===== src/rtl/jtframe_slot_rq.sv =====
// ---------------------------------------------------------------------------
// jtframe_slot_rq
// Single-client SDRAM request generator for the JTFRAME slot arbiters.
// Converts a client address plus chip-select into a word-aligned SDRAM
// request, handshakes with the arbiter (req / we / din_ok), and returns the
// selected sub-word of the SDRAM data together with a data_ok flag.
//
// Modes (parameter CACHE):
//   1 = ROM mode: read-only, two-entry 32-bit cache, clr invalidates it.
//   0 = RAM mode: uncached, read/write selected by wrin.
//
// Parameters:
//   SDRAMW  SDRAM word (16-bit) address width
//   AW      client address width
//   DW      client data width (ROM: 8/16/32, RAM: 8/16)
//   CACHE   mode select, see above
//
// Ports:
//   rst         synchronous active-high reset
//   clk         clock
//   addr        client address, in DW-sized units
//   addr_ok     client chip-select / request valid
//   offset      region base added to the computed word address
//   clr         ROM mode cache invalidate (ignored in RAM mode)
//   wrin        RAM mode write (1) / read (0) (ignored in ROM mode)
//   req_rnw     1 = read, 0 = write, latched with the request
//   sdram_addr  registered SDRAM word address of the pending request
//   din         SDRAM read data, bits 15:0 are the lower word
//   din_ok      SDRAM data/completion strobe
//   we          arbiter grant for this slot
//   req         pending request to the arbiter
//   data_ok     dout is valid for the current addr
//   dout        client data
//
// Optional simulation checker: define JTFRAME_SLOT_CHECK_EN to flag SDRAM
// data that arrives for this slot without a pending request.
// ---------------------------------------------------------------------------
module jtframe_slot_rq #(
  parameter int SDRAMW = 22,
  parameter int AW     = 8,
  parameter int DW     = 8,
  parameter int CACHE  = 1
) (
  input  logic              rst,
  input  logic              clk,
  input  logic [AW-1:0]     addr,
  input  logic              addr_ok,
  input  logic [SDRAMW-1:0] offset,
  input  logic              clr,
  input  logic              wrin,
  output logic              req_rnw,
  output logic [SDRAMW-1:0] sdram_addr,
  input  logic [31:0]       din,
  input  logic              din_ok,
  input  logic              we,
  output logic              req,
  output logic              data_ok,
  output logic [DW-1:0]     dout
);

  logic [AW:0]       word_lsb;
  logic [SDRAMW-1:0] word_addr;
  logic              fill;
  logic              need;
  logic              issue;
  logic [AW-1:0]     addr_l;
  logic              wrin_l;

  // Scale the client address into SDRAM 16-bit word units. ROM mode always
  // fetches a full 32-bit pair, so the word address stays even; RAM mode
  // addresses single 16-bit words. The sum wraps at SDRAMW bits.
  always_comb begin
    word_lsb = '0;
    if (CACHE != 0) begin
      if (DW == 8)
        word_lsb = {2'b00, addr[AW-1:2], 1'b0};
      else if (DW == 16)
        word_lsb = {1'b0, addr[AW-1:1], 1'b0};
      else
        word_lsb = {addr, 1'b0};
    end else begin
      if (DW == 8)
        word_lsb = {2'b00, addr[AW-1:1]};
      else
        word_lsb = {1'b0, addr};
    end
    word_addr = offset + SDRAMW'(word_lsb);
  end

  assign fill  = we && din_ok;
  assign issue = addr_ok && !req && need;

  // Request register. A completion strobe for this slot always drops req,
  // and takes priority over a new issue so the arbiter never sees a stale
  // request for one extra cycle. While req is high the address and rnw
  // stay frozen, so a pending request is never aborted by addr changes.
  always_ff @(posedge clk) begin
    if (rst) begin
      req        <= 1'b0;
      req_rnw    <= 1'b1;
      sdram_addr <= '0;
      addr_l     <= '0;
      wrin_l     <= 1'b0;
    end else if (fill) begin
      req <= 1'b0;
    end else if (issue) begin
      req        <= 1'b1;
      sdram_addr <= word_addr;
      req_rnw    <= (CACHE != 0) ? 1'b1 : ~wrin;
      addr_l     <= addr;
      wrin_l     <= wrin;
    end
  end

  generate
    if (CACHE != 0) begin : g_rom
      logic              e0_v, e1_v;
      logic [SDRAMW-1:0] e0_tag, e1_tag;
      logic [31:0]       e0_data, e1_data;
      logic              hit0, hit1, hit;
      logic [31:0]       sel;
      logic              unused_rom;

      // Tag compare against both entries. When nothing hits, entry0 is
      // still routed to dout; its value is meaningless without data_ok.
      always_comb begin
        hit0 = addr_ok && e0_v && (e0_tag == word_addr);
        hit1 = addr_ok && e1_v && (e1_tag == word_addr);
        hit  = hit0 || hit1;
        sel  = (hit1 && !hit0) ? e1_data : e0_data;
      end

      assign data_ok = hit;
      assign need    = !hit;

      // Two-entry FIFO cache: each fill pushes the new line into entry0
      // and moves the old entry0 to entry1. clr wipes both valid bits and
      // wins over a fill landing in the same cycle.
      always_ff @(posedge clk) begin
        if (rst) begin
          e0_v    <= 1'b0;
          e1_v    <= 1'b0;
          e0_tag  <= '0;
          e1_tag  <= '0;
          e0_data <= '0;
          e1_data <= '0;
        end else begin
          if (fill) begin
            e1_tag  <= e0_tag;
            e1_data <= e0_data;
            e0_tag  <= sdram_addr;
            e0_data <= din;
          end
          if (clr) begin
            e0_v <= 1'b0;
            e1_v <= 1'b0;
          end else if (fill) begin
            e1_v <= e0_v;
            e0_v <= 1'b1;
          end
        end
      end

      // Little-endian sub-word select out of the 32-bit line.
      if (DW == 8) begin : g_dw8
        assign dout = sel[{addr[1:0], 3'b000} +: 8];
      end else if (DW == 16) begin : g_dw16
        assign dout = addr[0] ? sel[31:16] : sel[15:0];
      end else begin : g_dw32
        assign dout = sel;
      end

      assign unused_rom = ^{wrin, wrin_l, addr_l};

`ifdef JTFRAME_SLOT_CHECK_EN
      // Simulation-only sanity check: data_ok must only follow a real hit.
      always @(posedge clk) begin
        if (!rst && data_ok && !hit) begin
          $display("ERROR: data_ok asserted without a cache hit (%0t)", $time);
          $finish;
        end
      end
`endif

    end else begin : g_ram
      logic          done;
      logic          match;
      logic [DW-1:0] sub;
      logic          unused_ram;

      assign match   = (addr_l == addr) && (wrin_l == wrin);
      assign data_ok = done && addr_ok && match;
      assign need    = !data_ok;

      if (DW == 8) begin : g_dw8
        assign sub = addr_l[0] ? din[15:8] : din[7:0];
      end else begin : g_dw16
        assign sub = din[15:0];
      end

      // done remembers that the latched access has completed. Any change
      // of address, direction or chip-select invalidates it first, so a
      // completion that arrives after the client moved on is not reported
      // and a fresh request is issued for the new access. Read data is
      // captured on completion; writes leave dout untouched.
      always_ff @(posedge clk) begin
        if (rst) begin
          done <= 1'b0;
          dout <= '0;
        end else begin
          if (!addr_ok || !match)
            done <= 1'b0;
          else if (fill)
            done <= 1'b1;
          if (fill && !wrin_l)
            dout <= sub;
        end
      end

      assign unused_ram = ^{clr, din[31:16]};
    end
  endgenerate

`ifdef JTFRAME_SLOT_CHECK_EN
  // Simulation-only protocol check: a granted completion strobe must
  // correspond to a request this slot actually raised.
  always @(posedge clk) begin
    if (!rst && din_ok && we && !req) begin
      $display("ERROR: SDRAM data received but it had not been requested (%0t)", $time);
      $finish;
    end
  end
`else
  // No checker logic in normal builds.
`endif

endmodule


===== config.mk =====
export PLATFORM = sky130hd
export DESIGN_NAME = jtframe_slot_rq
export DESIGN_NICKNAME = d
export VERILOG_FILES = /design/src/rtl/jtframe_slot_rq.sv
export SDC_FILE = /design/constraint.sdc
export NUM_CORES = 1
export LEC_CHECK = 0
export BUFFER_PORTS_ARGS = -buffer_cell sky130_fd_sc_hd__buf_4
export CAP_MARGIN = 20
export CELL_PAD_IN_SITES_DETAIL_PLACEMENT = 0
export CELL_PAD_IN_SITES_GLOBAL_PLACEMENT = 1
export CORE_MARGIN = 5
export CORE_UTILIZATION = 45
export CTS_BUF_LIST = sky130_fd_sc_hd__clkbuf_8
export CTS_CLUSTER_DIAMETER = 60
export DETAILED_ROUTE_END_ITERATION = 6
export GPL_TIMING_DRIVEN = 0
export PLACE_DENSITY = 0.88
export SETUP_SLACK_MARGIN = 0.1
export SYNTH_ARGS = -nofsm -noshare
export SYNTH_HDL_FRONTEND = slang
export SYNTH_SLANG_ARGS = --single-unit

===== constraint.sdc =====
create_clock -name clk -period 9.4 [get_ports clk]
set_input_delay 0.94 -clock clk [delete_from_list [all_inputs] [get_ports clk]]
set_output_delay 0.94 -clock clk [all_outputs]
set_load 0.01 [all_outputs]

# After elaboration in Yosys (flattened, before gate mapping)
# Cells that the tools add are included.
[op_classes]
mul = 0
n_eq_ne = 2
bitwise_logic = 1
reduce_logical = 15
n_mux = 1
n_lt_le_gt_ge = 0
shift = 1
addsub = 1
div_mod_pow = 0
[ops]
columns = ["cell", "count"]
rows = [
  ["22-bit == test", 2],
  ["32-bit two-way mux", 1],
  ["32-bit by 6-bit indexed part select with 8-bit output", 1],
  ["22-bit by 7-bit adder with 22-bit output", 1],
  ["1-bit logical AND", 8],
  ["2-bit OR reduction", 2],
  ["1-bit zero test", 3],
  ["2-bit AND reduction", 1],
  ["1-bit logical OR", 1],
  ["1-bit NOT", 1],
]
[totals]
romBits = 0
word_cells = 29
out_inout_bits = 33
in_bits = 69
latchBits = 0
mem_bits_rw = 0
memories = 0
reg_bits = 133

# Longest topological paths before layout
# Gate-level depths: netlist of run 1.
[logic_depth]
ltp_word = 7
mapped_depth = 14
depth_no_buf = 12

# Worst setup path after synthesis of run 1
# OpenSTA, ideal clock, no wires.
[synth_path]
path_type = "input to output"
from = "in offset[1]"
to = "out dout[0]"
slack_ns = 4.444
t_required_ns = 8.460
arrival_ns = 4.016
stages = 12
n_path_buf = 0
cell_sequence = "ha_1 -> inv_1 -> fa_1 -> and2b_2 -> o21ai_4 -> a211o_2 -> xnor2_1 -> a21o_1 -> or4b_4 -> or3_4 -> nor2_8 -> mux2_4"
[synth_via]
elab_chain_cells = 7
elab_cells_between_ends = 9
classes_between = "add/sub (1); eq/ne (2); shift (1); mux (1); reduce/logical (4)"
[synth_lines]
columns = ["item", "line_no", "rtl"]
rows = [
  ["from (decl)", "48", "input logic [SDRAMW-1:0] offset,"],
  ["22-bit by 7-bit adder with 22-bit output (*)", "87", "word_addr = offset + SDRAMW'(word_lsb);"],
  ["22-bit == test", "127", "hit0 = addr_ok && e0_v && (e0_tag == word_addr);"],
  ["1-bit logical AND", "127", ""],
  ["1-bit zero test", "130", "sel = (hit1 && !hit0) ? e1_data : e0_data;"],
  ["1-bit logical AND (*)", "130", ""],
  ["32-bit two-way mux (*)", "130", ""],
  ["32-bit by 6-bit indexed part select with 8-bit output (*)", "166", "assign dout = sel[{addr[1:0], 3'b000} +: 8];"],
  ["to (decl)", "58", "output logic [DW-1:0] dout"],
]
# Mark *: on every way between the ends. The rest lies on a longest branch, timed or not.

# Worst setup path after layout of run 1
[layout_path]
from = "in offset[1]"
to = "out data_ok"
[layout_via]
elab_chain_cells = 4
elab_cells_between_ends = 6
classes_between = "add/sub (1); eq/ne (2); reduce/logical (3)"
[layout_lines]
columns = ["item", "line_no", "rtl"]
rows = [
  ["22-bit by 7-bit adder with 22-bit output (*)", "87", ""],
  ["22-bit == test (on tied branches)", "127, 128", ""],
  ["1-bit logical AND (on tied branches)", "127, 128", ""],
  ["1-bit logical OR (*)", "129", "hit = hit0 || hit1;"],
  ["to (decl)", "57", "output logic data_ok,"],
]
# Marked as above.

==> impl_summary.txt, run 1 <==
----------------------------------------------------
[Detailed routing]
  Vias after detailed routing ... 6,213
  Remaining DRCs ... 0
  Wire length reported by the detailed router ... 20.5 mm
  First drt pass iteration count ... 7
  Post-DR vias/cell ... between 5 and 6
  Violation count after the first detailed-route iteration ... 500
  Number of routed nets with antenna violations ... 0
  Average detailed-routed wire length per instance ... 18.5 um

[Synth]
  Sequential cell area fraction in the yosys report ... between 30% and 40%
  Synthesized area per cell ... between 8 and 9 um2
  Count of cell types in the netlist ... 80
  Post-synthesis instance area ... 6990 um2
  Number of synthesized register bits ... 133
  Count of flip-flops with a built-in enable after synthesis ... 0
  Flip-flop cell with the highest count after synthesis ... dfxtp_1
  Ys async rst share ... 0%
  Gate count of the mapped netlist ... 800
  Synth Warn # ... 0
  Area contributors post-synth ... dfxtp_1 38%, nand2_1 12%, a21oi_1 9.8%
  Portion of synthesized cell area occupied by the leading cell type ... 38.1%
  Largest area contributor in the synthesized netlist ... dfxtp_1
  Net count after synthesis ... 876

[Floorplan]
  Full die area ... 18,100 um2
  IO Pins ... 102
  Row count ... 45
  Chip Height ... 135 um
  Initial cell density of the core ... 46.0%
  Overall die width ... 135 um
  Area of the core ... 15,200 um2

[Critical path]
  Critical Path Fanout Max ... 10
  Crit path kind ... primary input to output port
  Required time reported for the critical path endpoint ... 8.46 ns
  Data arrival at the endpoint of the critical path ... 4.59 ns
  Launching element type of the critical path ... primary input
  Kind of capture point of the worst setup path ... output port

[Clocking]
  Root Buffer ... clkbuf_8
  Clock tree from TritonCTS ... done
  Number of post-CTS setup repair buffers ... 0
  CTS H-tree lvls ... 4
  Worst skew pair latency ... 0.44 ns
  Number of gates given a new drive strength after cts ... 0
  Total CTS buffers ... 17
  Clock Sink Count ... 133
  Clock tree buffer depth ... 2
  Hold buffer count at CTS ... 0
  Clock transition at the registers of the reported paths ... approximately 0.08 ns

[Power]
  Internal power consumption ... 887 uW
  Leakage power total ... 3.08 nW
  Sequential share of power ... 47.9%
  Proportion of power drawn by the clock network ... around a third
  Switching power total ... 370 uW
  Total power per unit cell area ... 152 nW/um2
  Worst IR Drop VDD ... 0.129 mV
  Gate power share ... 17.3%
  Switching share of power ... 29.5%

[Timing]
  RSZ-0062 raised after global routing ... no
  Final critical-path share of the clock period ... 58.9%
  Final setup skew ... 0.0110 ns
  Min Clock Period, post-route ... 5.53 ns
  Max Slew Vio Count ... 0
  Actual transition at the worst max-transition pin ... 0.700 ns
  Number of endpoints with negative hold slack in the final report ... 0
  Total Neg Setup Slack ... 0 ns
  Highest clock rate ... ~180 MHz
  Total setup violations reported at the end of the flow ... 0
  Slew headroom ... a little over half

[Min path]
  HP Class ... flip-flop to flip-flop

[Layout]
  Share of cells above drive strength 1 ... 21.0%
  Antenna diodes ... 0
  Final-stage net count ... ~990
  Synth-to-layout area growth ... 18.0%
  Register area ... between 2000 and 3000 um2
  Area of the multi-input gates ... 3940 um2
  Filler Cell Count ... 1,448
  Post-layout util ... a little over half

[Global route]
  Wire length of the first global-routing pass ... between 30 and 40 mm
  Vias in the first global route ... 5,958
  Number of antenna violations at the first check in global routing ... 0
  Remaining global-route overflow ... 0
  Maximum number of pins on one net before global-route repair ... 17
  GRT Total Usage ... 22.7%

[Placement]
  Port Buffers ... 90
  Final weighted congestion in routability-driven placement ... 0.876
  DP HPWL ... ~15 mm

[Flow run]
  Number of max-capacitance violations reported ... 0

[Run status]
  Status ... completed

----------------------------------------------------
logic make-up (layout without fill, tap and decap cells):
logic type / Yosys count / in the layout / synth area share, %
DFF: 133 / 133 / 38.1
xor gates and xnor gates: 62 / 62 / 9.91
and+or+nand+nor: 299 / 299 / 19.1
other: 1 / 1 / 0.0536
muxes: 28 / 28 / 8.12
buffers and inverters: 69 / 190 / 5.55
adders and majority gates: 7 / 7 / 1.36
AOI/OAI and AO/OA: 201 / 201 / 17.8
cell usage after synthesis, types with 6 or more instances:
master,number
nand3_1,15
dfxtp_1,133
buf_6,6
inv_1,6
nand4_1,6
mux4_1,6
ha_1,6
a211oi_2,10
nand2_1,231
o21ai_0,15
mux4_4,10
nor3_1,6
a21oi_1,137
xor2_1,19
xnor2_1,32
nor2_1,6
mux2_4,8
a211oi_1,10
clkbuf_1,42
xnor3_1,6
cells in the final DEF, fill, tap and decap left out, types with 3 or more instances in the layout:
| cell | n |
|---|---|
| a211oi_1 | 10 |
| a211oi_2 | 10 |
| a21oi_1 | 137 |
| a311oi_1 | 3 |
| and2_1 | 3 |
| and3_2 | 3 |
| buf_4 | 94 |
| buf_6 | 6 |
| clkbuf_1 | 42 |
| clkbuf_8 | 20 |
| clkinv_2 | 6 |
| dfxtp_1 | 133 |
| ha_1 | 6 |
| inv_1 | 7 |
| mux2_4 | 8 |
| mux2i_1 | 4 |
| mux4_1 | 6 |
| mux4_4 | 10 |
| nand2_1 | 231 |
| nand3_1 | 15 |
| nand4_1 | 6 |
| nor2_1 | 6 |
| nor3_1 | 6 |
| nor4_1 | 4 |
| o21ai_0 | 15 |
| xnor2_1 | 32 |
| xnor3_1 | 6 |
| xor2_1 | 19 |
power groups by stage:
stage | Combinational [mW] | Clock, mW | Sequential, mW
after CTS | 0.217 | 0.442 | 0.602
after detailed placement | 0.216 | 0 | 0.615
after floorplan | 0.135 | 0 | 0.612
final | 0.218 | 0.437 | 0.602
after global routing | 0.236 | 0.467 | 0.604
after global placement | 0.215 | 0 | 0.614
layout make-up:
class / count / share of cell area [%]
multi-input combinational: 598 / 47.8
sequential: 133 / 32.3
timing repair buffer: 90 / 8.19
buffer: 63 / 4.43
tap: 188 / 2.85
clock buffer: 17 / 2.84
clock inverter: 14 / 1.38
inverter: 6 / 0.273
routing by layer:
metal  GRT usage, %  up-vias  wire [um]
met1           31.1     2958       9270
met2           35.6      231       9420
met5              0        -          0
met3           5.63       34       1430
met4           6.90        0        424
li1               -     2990          -
worst paths after layout:
| path | start | endpoint | slack (ns) | cells past startpoint |
|---|---|---|---|---|
| max | offset[1] | data_ok | 3.87 | 14 |
| min | g_rom.e1_data[29]$_SDFFE_PP0P_ | g_rom.e1_data[29]$_SDFFE_PP0P_ | 0.46 | 2 |
| max reg2reg | g_rom.e0_tag[2]$_SDFFE_PP0P_ | sdram_addr[20]$_SDFFE_PP0P_ | 6.28 | 10 |
| min reg2reg | g_rom.e1_data[29]$_SDFFE_PP0P_ | g_rom.e1_data[29]$_SDFFE_PP0P_ | 0.46 | 2 |
flip-flops by register name, summed over array words and instances (netlist names):
signal	count
g_rom.e0_v	1
g_rom.e0_data	32
sdram_addr	22
g_rom.e1_data	32
g_rom.e1_tag	22
g_rom.e0_tag	22
g_rom.e1_v	1
req	1
critical path: stages:
cell       delay, ns
buf_4           0.08
ha_1            0.18
inv_1           0.06
fa_1            0.40
and2b_2         0.29
o21ai_4         0.14
a211o_2         0.41
xor3_1          0.20
o2111ai_1       0.15
a2111oi_0       0.61
nand3_1         0.41
clkbuf_1        0.36
nand2_1         0.21
buf_4           0.15
metrics by stage:
step	setup WS, ns	instance area, um2	power (mW)	hold slack, ns	std cells
2_1_floorplan	4.44	6990	0.747	0.432	800
3_3_place_gp	3.88	7910	0.829	0.440	1078
3_5_place_dp	3.89	7910	0.831	0.446	1078
4_1_cts	3.87	8250	1.26	0.457	1109
5_1_grt	3.67	8250	1.31	0.476	1109
6_report	3.87	8250	1.26	0.457	1109
No activity file was read; power rests on OpenSTA's default activity.
==> run 2: changes to the inputs <==
--- a/config.mk
+++ b/config.mk
@@ -5,17 +5,18 @@
 export SDC_FILE = /design/constraint.sdc
 export NUM_CORES = 1
 export LEC_CHECK = 0
+export ABC_AREA = 1
 export BUFFER_PORTS_ARGS = -buffer_cell sky130_fd_sc_hd__buf_4
 export CAP_MARGIN = 20
 export CELL_PAD_IN_SITES_DETAIL_PLACEMENT = 0
 export CELL_PAD_IN_SITES_GLOBAL_PLACEMENT = 1
 export CORE_MARGIN = 5
-export CORE_UTILIZATION = 45
+export CORE_UTILIZATION = 38
 export CTS_BUF_LIST = sky130_fd_sc_hd__clkbuf_8
 export CTS_CLUSTER_DIAMETER = 60
 export DETAILED_ROUTE_END_ITERATION = 6
 export GPL_TIMING_DRIVEN = 0
-export PLACE_DENSITY = 0.88
+export PLACE_DENSITY = 0.84
 export SETUP_SLACK_MARGIN = 0.1
 export SYNTH_ARGS = -nofsm -noshare
 export SYNTH_HDL_FRONTEND = slang
==> constraint.sdc (replaced) <==
create_clock -name clk -period 4.82 [get_ports clk]
set_input_delay 0.482 -clock clk [delete_from_list [all_inputs] [get_ports clk]]
set_output_delay 0.482 -clock clk [all_outputs]
set_load 0.01 [all_outputs]
==> run 2 against run 1 <==
Net effect: cell count is 34% higher; wire length is 12% higher; die area is 20% higher; utilization is 8.0 points lower; critical path depth is 10 higher; clock power is 140% higher; sequential cell count stayed put; register-to-register slack worse by 3.9 ns; global-route usage is 1.5 points lower; area after synthesis is 2.5% higher; largest power group unchanged.
==> impl_summary.txt, run 2 <==
----------------------------------------------------
[Detailed routing]
  Vias after detailed routing ... 7,450
  First drt pass iteration count ... 5
  Average detailed-routed wire length per instance ... 15.4 um
  Violation count after the first detailed-route iteration ... 460
  Wire length reported by the detailed router ... 22.9 mm
  Number of routed nets with antenna violations ... 0
  Remaining DRCs ... 0
  Post-DR vias/cell ... 5.01

[Layout]
  Register area ... 2660 um2
  Most common cell after layout, fill and taps aside ... nand2_1
  Final-stage net count ... 1,316
  Filler Cell Count ... roughly 2,000
  Synth-to-layout area growth ... 20.4%
  Antenna diodes ... 0
  Area of the multi-input gates ... 3620 um2
  Final design instance area without fill ... 8630 um2
  Share of cells above drive strength 1 ... 12.2%
  Most frequent cells in the layout ... 271 x nand2_1, 162 x inv_1, 138 x nand3_1, 133 x dfxtp_1, 117 x a21oi_1
  Leading registers by flop count ... g_rom.e0_data: 32 flops, g_rom.e1_data: 32 flops

[Synth]
  Simple-gate portion of the synthesized area ... 31.7%
  Flip-flop cell with the highest count after synthesis ... dfxtp_1
  Post-synthesis instance area ... 7170 um2
  Gate count of the mapped netlist ... around 1,100
  Ys async rst share ... 0%
  Most numerous cell in the Yosys netlist ... nand2_1
  Sequential cell area fraction in the yosys report ... 37.2%
  Share of cell area taken by muxes after synthesis ... 0%
  Count of cell types in the netlist ... 32
  Area contributors post-synth ... dfxtp_1 37%, nand2_1 14%, nand3_1 9.6%
  Net count after synthesis ... 1,200
  Largest area contributor in the synthesized netlist ... dfxtp_1
  Share of the synthesized netlist area taken by xor and xnor gates ... under 10%
  Synth Warn # ... 0
  Post-synthesis adder-cell area fraction ... approximately 1.3%
  Synthesized area per cell ... 6.38 um2
  Count of flip-flops with a built-in enable after synthesis ... 0
  Dominant combinational cell family by area after synthesis ... simple AND/OR/NAND/NOR gates
  Top cells by count, synth ... 271 x nand2_1, 161 x inv_1, 138 x nand3_1
  Number of synthesized register bits ... 133
  Portion of synthesized cell area occupied by the leading cell type ... 37.2%
  Share of the synthesized area in compound gates (AO/OA/AOI/OAI) ... 16.1%

[Timing]
  Max Slew Vio Count ... 0
  Total Neg Setup Slack ... 0 ns
  Actual transition at the worst max-transition pin ... 0.679 ns
  Highest clock rate ... 236 MHz
  Min Clock Period, post-route ... 4.23 ns
  Final setup skew ... 0.0161 ns
  Slew headroom ... 54.7%
  Total setup violations reported at the end of the flow ... 0
  Number of endpoints with negative hold slack in the final report ... 0
  RSZ-0062 raised after global routing ... no
  Final critical-path share of the clock period ... 87.9%

[Clocking]
  CTS H-tree lvls ... 4
  Clock tree buffer depth ... 2
  Number of post-CTS setup repair buffers ... 0
  Root Buffer ... clkbuf_8
  Clock tree from TritonCTS ... done
  Clock Sink Count ... 133
  Total CTS buffers ... 17
  Hold buffer count at CTS ... 0
  Number of gates given a new drive strength after cts ... 0
  Clock transition at the registers of the reported paths ... 0.08 ns
  Worst skew pair latency ... ~0.47 ns

[Power]
  Leakage power total ... ~4.2 nW
  Total power per unit cell area ... 321 nW/um2
  Worst IR Drop VDD ... between 0.15 and 0.2 mV

[Floorplan]
  Full die area ... around 22,000 um2
  Overall die width ... 147 um
  Chip Height ... 147 um
  Area of the core ... 18,600 um2
  Initial cell density of the core ... about two fifths
  Row count ... 50
  IO Pins ... about 100

[Global route]
  Vias in the first global route ... between 7,000 and 8,000
  Number of antenna violations at the first check in global routing ... 0
  Wire length of the first global-routing pass ... 36.7 mm
  GRT Total Usage ... about a fifth
  Remaining global-route overflow ... 0
  Maximum number of pins on one net before global-route repair ... 17

[Critical path]
  Ordered cell list for the critical path ... buf_4 > ha_1 > inv_1 > fa_1 > inv_1 > nand2_1 > nand2_1 > nand3_1 > nand2_1 > nand2_1 > nand3_1 > nand2_1 > nor2_1 > nand2_1 > nor2_1 > nand3b_1 > nor2_4 > buf_4 > nand3_1 > nand3_1 > nand2_1 > nand2_1 > nand2_1 > buf_4
  Crit path kind ... primary input to output port
  Data arrival at the endpoint of the critical path ... 3.75 ns
  Worst Path Buf+Inv ... 5
  Critical Path Fanout Max ... 10
  Kind of capture point of the worst setup path ... output port
  Crit-path leading delay family ... simple AND/OR/NAND/NOR gates
  Worst path max stage delay ... roughly 0.4 ns
  Crit path max-delay cell type ... fa_1
  Launching element type of the critical path ... primary input
  Crit path top cell by count ... nand2_1
  Required time reported for the critical path endpoint ... 4.34 ns

[Placement]
  Instance area at placement ... 8190 um2
  Final weighted congestion in routability-driven placement ... just over 0.9
  DP HPWL ... ~17 mm
  Port Buffers ... 97

[Run status]
  Status ... completed

[Min path]
  HP Class ... primary input to flip-flop

[Flow run]
  Number of max-capacitance violations reported ... 0

----------------------------------------------------
==> run 2: cell count changes in the layout (fill, tap and decap cells not counted), sizes merged, moves of 8 or more <==
cell,previous run,this run
inv,9,165
nand3,16,139
o21ai,16,112
nor2,8,88
nand2,231,275
xnor2,33,2
a21oi,139,117
a211oi,20,1
mux4,16,0
nand3b,0,15
xor2,19,4
buf,105,115
mux2,8,0
==> run 2: per-stage QoR <==
stage / worst slack [ns] / power [mW] / util, % / hold slack [ns] / cells
2_1_floorplan: 1.58 / 1.54 / - / 0.430 / 1124
3_3_place_gp: 0.605 / 1.73 / 43.9 / 0.441 / 1455
3_5_place_dp: 0.582 / 1.73 / 43.9 / 0.448 / 1455
4_1_cts: 0.575 / 2.78 / 46.3 / 0.204 / 1486
5_1_grt: 0.244 / 2.90 / 46.3 / 0.202 / 1486
6_report: 0.585 / 2.77 / 46.3 / 0.221 / 1486
==> run 2: where the power goes <==
group / total [mW] / internal (mW) / switching (mW)
Combinational: 0.493 / 0.189 / 0.304
Clock: 1.06 / 0.589 / 0.468
Sequential: 1.22 / 1.17 / 0.0412
Total: 2.77 / 1.95 / 0.814
==> run 2: layer usage <==
layer,vias up,track usage [%],wire [um]
met2,216,32.7,10200
met5,-,0,0
met3,34,4.29,1250
met1,3368,30.3,11100
met4,0,6.10,453
li1,3832,-,-
==> run 2: cell type report <==
cell class / count / share of cell area, %
Buffer: 56 / 3.12
Clock buffer: 19 / 3.03
Clock inverter: 12 / 2.07
Inverter: 163 / 7.09
Multi-Input combinational cell: 772 / 42.0
Sequential cell: 133 / 30.9
Tap cell: 234 / 3.39
Timing Repair Buffer: 97 / 8.44
==> run 2: logic make-up (layout without fill, tap and decap cells) <==
| logic type | Yosys count | after routing |
|---|---|---|
| adders and majority gates | 7 | 7 |
| and+or+nand+nor | 526 | 526 |
| other | 1 | 1 |
| AOI/OAI and AO/OA | 230 | 230 |
| buffers and inverters | 219 | 347 |
| xor gates and xnor gates | 8 | 8 |
| DFF | 133 | 133 |
==> run 2: worst reg2reg max path, delay by kind of cell, from the launching register on <==
family,cells,cell delay [ns]
and+or+nand+nor,15,1.62
DFF,1,0.35
buffers and inverters,2,0.30
AOI/OAI and AO/OA,1,0.07
==> run 2: worst paths after layout <==
kind	startpoint	to	slack, ns	cells past startpoint
setup reg to reg	g_rom.e0_tag[1]$_SDFFE_PP0P_	sdram_addr[12]$_SDFFE_PP0P_	2.39	18
hold reg to reg	g_rom.e1_data[15]$_SDFFE_PP0P_	g_rom.e1_data[15]$_SDFFE_PP0P_	0.46	2
hold / removal	rst	req$_SDFFE_PP0P_	0.22	2
setup / recovery	offset[1]	dout[7]	0.59	24
==> run 3: changes to the inputs <==
--- a/config.mk
+++ b/config.mk
@@ -7,16 +7,15 @@
 export LEC_CHECK = 0
 export ABC_AREA = 1
 export BUFFER_PORTS_ARGS = -buffer_cell sky130_fd_sc_hd__buf_4
-export CAP_MARGIN = 20
 export CELL_PAD_IN_SITES_DETAIL_PLACEMENT = 0
 export CELL_PAD_IN_SITES_GLOBAL_PLACEMENT = 1
 export CORE_MARGIN = 5
-export CORE_UTILIZATION = 38
+export CORE_UTILIZATION = 45
 export CTS_BUF_LIST = sky130_fd_sc_hd__clkbuf_8
 export CTS_CLUSTER_DIAMETER = 60
 export DETAILED_ROUTE_END_ITERATION = 6
 export GPL_TIMING_DRIVEN = 0
-export PLACE_DENSITY = 0.84
+export PLACE_DENSITY = 0.93
 export SETUP_SLACK_MARGIN = 0.1
 export SYNTH_ARGS = -nofsm -noshare
 export SYNTH_HDL_FRONTEND = slang
==> constraint.sdc (replaced) <==
create_clock -name clk -period 5.1 [get_ports clk]
set_input_delay 0.51 -clock clk [delete_from_list [all_inputs] [get_ports clk]]
set_output_delay 0.51 -clock clk [all_outputs]
set_load 0.01 [all_outputs]
==> run 3 against run 2 <==
Net effect: clock skew down 0.0052 ns; power is 4.7% lower; die area shrank 15%.
==> impl_summary.txt, run 3 (same netlist as run 2, synthesis figures left out) <==
----------------------------------------------------
[Floorplan]
  Overall die width ... around 140 um
  Area of the core ... 15,800 um2
  Initial cell density of the core ... 45.4%
  Full die area ... 18,500 um2
  Chip Height ... 136 um
  Row count ... 46
  IO Pins ... 102

[Layout]
  Most frequent cells in the layout ... 271 x nand2_1, 161 x inv_1, 138 x nand3_1, 133 x dfxtp_1, 117 x a21oi_1
  Leading registers by flop count ... g_rom.e0_data: 32 flops, g_rom.e1_data: 32 flops
  Synth-to-layout area growth ... 20.3%
  Most common cell after layout, fill and taps aside ... nand2_1
  Antenna diodes ... 0
  Final-stage net count ... approximately 1,300
  Share of cells above drive strength 1 ... 12.4%

[Power]
  Sequential share of power ... 43.6%
  Switching share of power ... between 20 and 30%
  Worst IR Drop VDD ... 0.195 mV
  Total power per unit cell area ... ~300 nW/um2
  Internal power consumption ... 1.88 mW
  Gate power share ... 17.6%
  Proportion of power drawn by the clock network ... around two fifths
  Switching power total ... 757 uW
  Leakage power total ... 4.17 nW
  Post-layout power ... 2.64 mW

[Global route]
  GRT Total Usage ... 24.0%
  Number of antenna violations at the first check in global routing ... 0
  Maximum number of pins on one net before global-route repair ... 17
  Remaining global-route overflow ... 0
  Vias in the first global route ... between 6,000 and 7,000
  Wire length of the first global-routing pass ... approximately 35 mm

[Critical path]
  Critical Path Fanout Max ... 10
  Data arrival at the endpoint of the critical path ... 3.74 ns
  R2R Setup Slk ... 2.68 ns
  Crit path kind ... primary input to output port
  Required time reported for the critical path endpoint ... 4.59 ns
  Kind of capture point of the worst setup path ... output port
  Launching element type of the critical path ... primary input

[Flow run]
  Number of max-capacitance violations reported ... 0

[Clocking]
  Hold buffer count at CTS ... 0
  Number of post-CTS setup repair buffers ... 0
  Clock transition at the registers of the reported paths ... ~0.080 ns
  Clock tree from TritonCTS ... done
  Clock Sink Count ... approximately 130
  CTS H-tree lvls ... 4
  Number of gates given a new drive strength after cts ... 0
  Total CTS buffers ... 17
  Root Buffer ... clkbuf_8
  Worst skew pair latency ... 0.45 ns
  Clock tree buffer depth ... 2

[Timing]
  Highest clock rate ... about 240 MHz
  Total Neg Setup Slack ... 0 ns
  Number of endpoints with negative hold slack in the final report ... 0
  Max Slew Vio Count ... 0
  Total setup violations reported at the end of the flow ... 0
  Final critical-path share of the clock period ... 83.3%
  Final setup skew ... 0.0109 ns
  RSZ-0062 raised after global routing ... no
  Slew headroom ... between 50% and 60%
  Actual transition at the worst max-transition pin ... 0.677 ns
  Min Clock Period, post-route ... ~4.3 ns

[Run status]
  Status ... completed

[Min path]
  HP Class ... primary input to flip-flop

[Placement]
  DP HPWL ... between 15 and 20 mm
  Port Buffers ... 97
  Final weighted congestion in routability-driven placement ... 0.904

[Detailed routing]
  Wire length reported by the detailed router ... 22.0 mm
  Vias after detailed routing ... 7,492
  Number of routed nets with antenna violations ... 0
  Post-DR vias/cell ... between 5 and 6
  First drt pass iteration count ... 5
  Violation count after the first detailed-route iteration ... between 500 and 600
  Remaining DRCs ... 0
  Average detailed-routed wire length per instance ... 15.0 um

----------------------------------------------------
==> run 3: changes by cell type in the layout (fill, tap and decap cells not counted) <==
| cell | before | now |
|---|---|---|
| clkinv_4 | 3 | 2 |
| clkinv_2 | 1 | 5 |
| clkbuf_8 | 19 | 18 |
| inv_6 | 1 | 0 |
| inv_1 | 162 | 161 |
| bufinv_16 | 4 | 5 |
==> run 3: per-layer routing <==
metal,part of all wire (%),vias to the layer above,global-route usage (%)
met5,0,-,0
met4,1.5,0,6.05
met3,7.1,26,3.85
met2,44,239,37.6
met1,48,3408,34.4
li1,-,3819,-
==> run 3: power by group through the flow <==
| stage | combinational (mW) | clock [mW] | sequential [mW] |
|---|---|---|---|
| 2_1_floorplan | 0.284 | 0 | 1.17 |
| 3_3_place_gp | 0.455 | 0 | 1.17 |
| 3_5_place_dp | 0.460 | 0 | 1.17 |
| 4_1_cts | 0.462 | 1.03 | 1.15 |
| 5_1_grt | 0.526 | 1.07 | 1.16 |
| 6_report | 0.465 | 1.02 | 1.15 |
==> run 3: stage by stage <==
step	hold WS, ns	std cells	worst slack (ns)	area (um2)	util (%)
after floorplan	0.430	1124	1.80	7170	-
after global routing	0.245	1469	0.539	8620	54.7
after CTS	0.231	1469	0.847	8620	54.7
after global placement	0.443	1437	0.906	8160	51.8
after detailed placement	0.448	1437	0.870	8160	51.8
final	0.256	1469	0.850	8620	54.7
==> run 3: layout make-up <==
cell class,count,area (um2)
well taps,216,270
multi-input cells,772,3620
repair buffers,97,728
clock inverters,14,208
fillers,1690,7150
flip-flops and latches,133,2660
plain buffers,56,269
inverters,163,612
clock buffers,18,248
==> run 3: worst paths after layout <==
kind,startpoint,endpoint,cells after the start
worst min-delay path,rst,req$_SDFFE_PP0P_,2
worst min register to register,g_rom.e1_data[29]$_SDFFE_PP0P_,g_rom.e1_data[29]$_SDFFE_PP0P_,2
worst max register to register,g_rom.e0_tag[1]$_SDFFE_PP0P_,sdram_addr[17]$_SDFFE_PP0P_,18
worst max-delay path,offset[1],dout[0],25
==> run 3: worst max-delay path: stages <==
cell      delay, ns
buf_4          0.08
ha_1           0.21
inv_1          0.07
fa_1           0.39
inv_1          0.14
nand2_1        0.12
nand2_1        0.10
nand3_1        0.12
nand2_1        0.18
nand2_1        0.12
nand3_1        0.09
nand2_1        0.05
nor2_1         0.12
nand2_1        0.10
nor2_1         0.11
nand3b_1       0.12
nor2_4         0.31
nand2_4        0.12
buf_6          0.17
nand2_1        0.06
nand3_1        0.10
nand2_1        0.11
nand2_1        0.05
nand2_1        0.07
buf_4          0.12
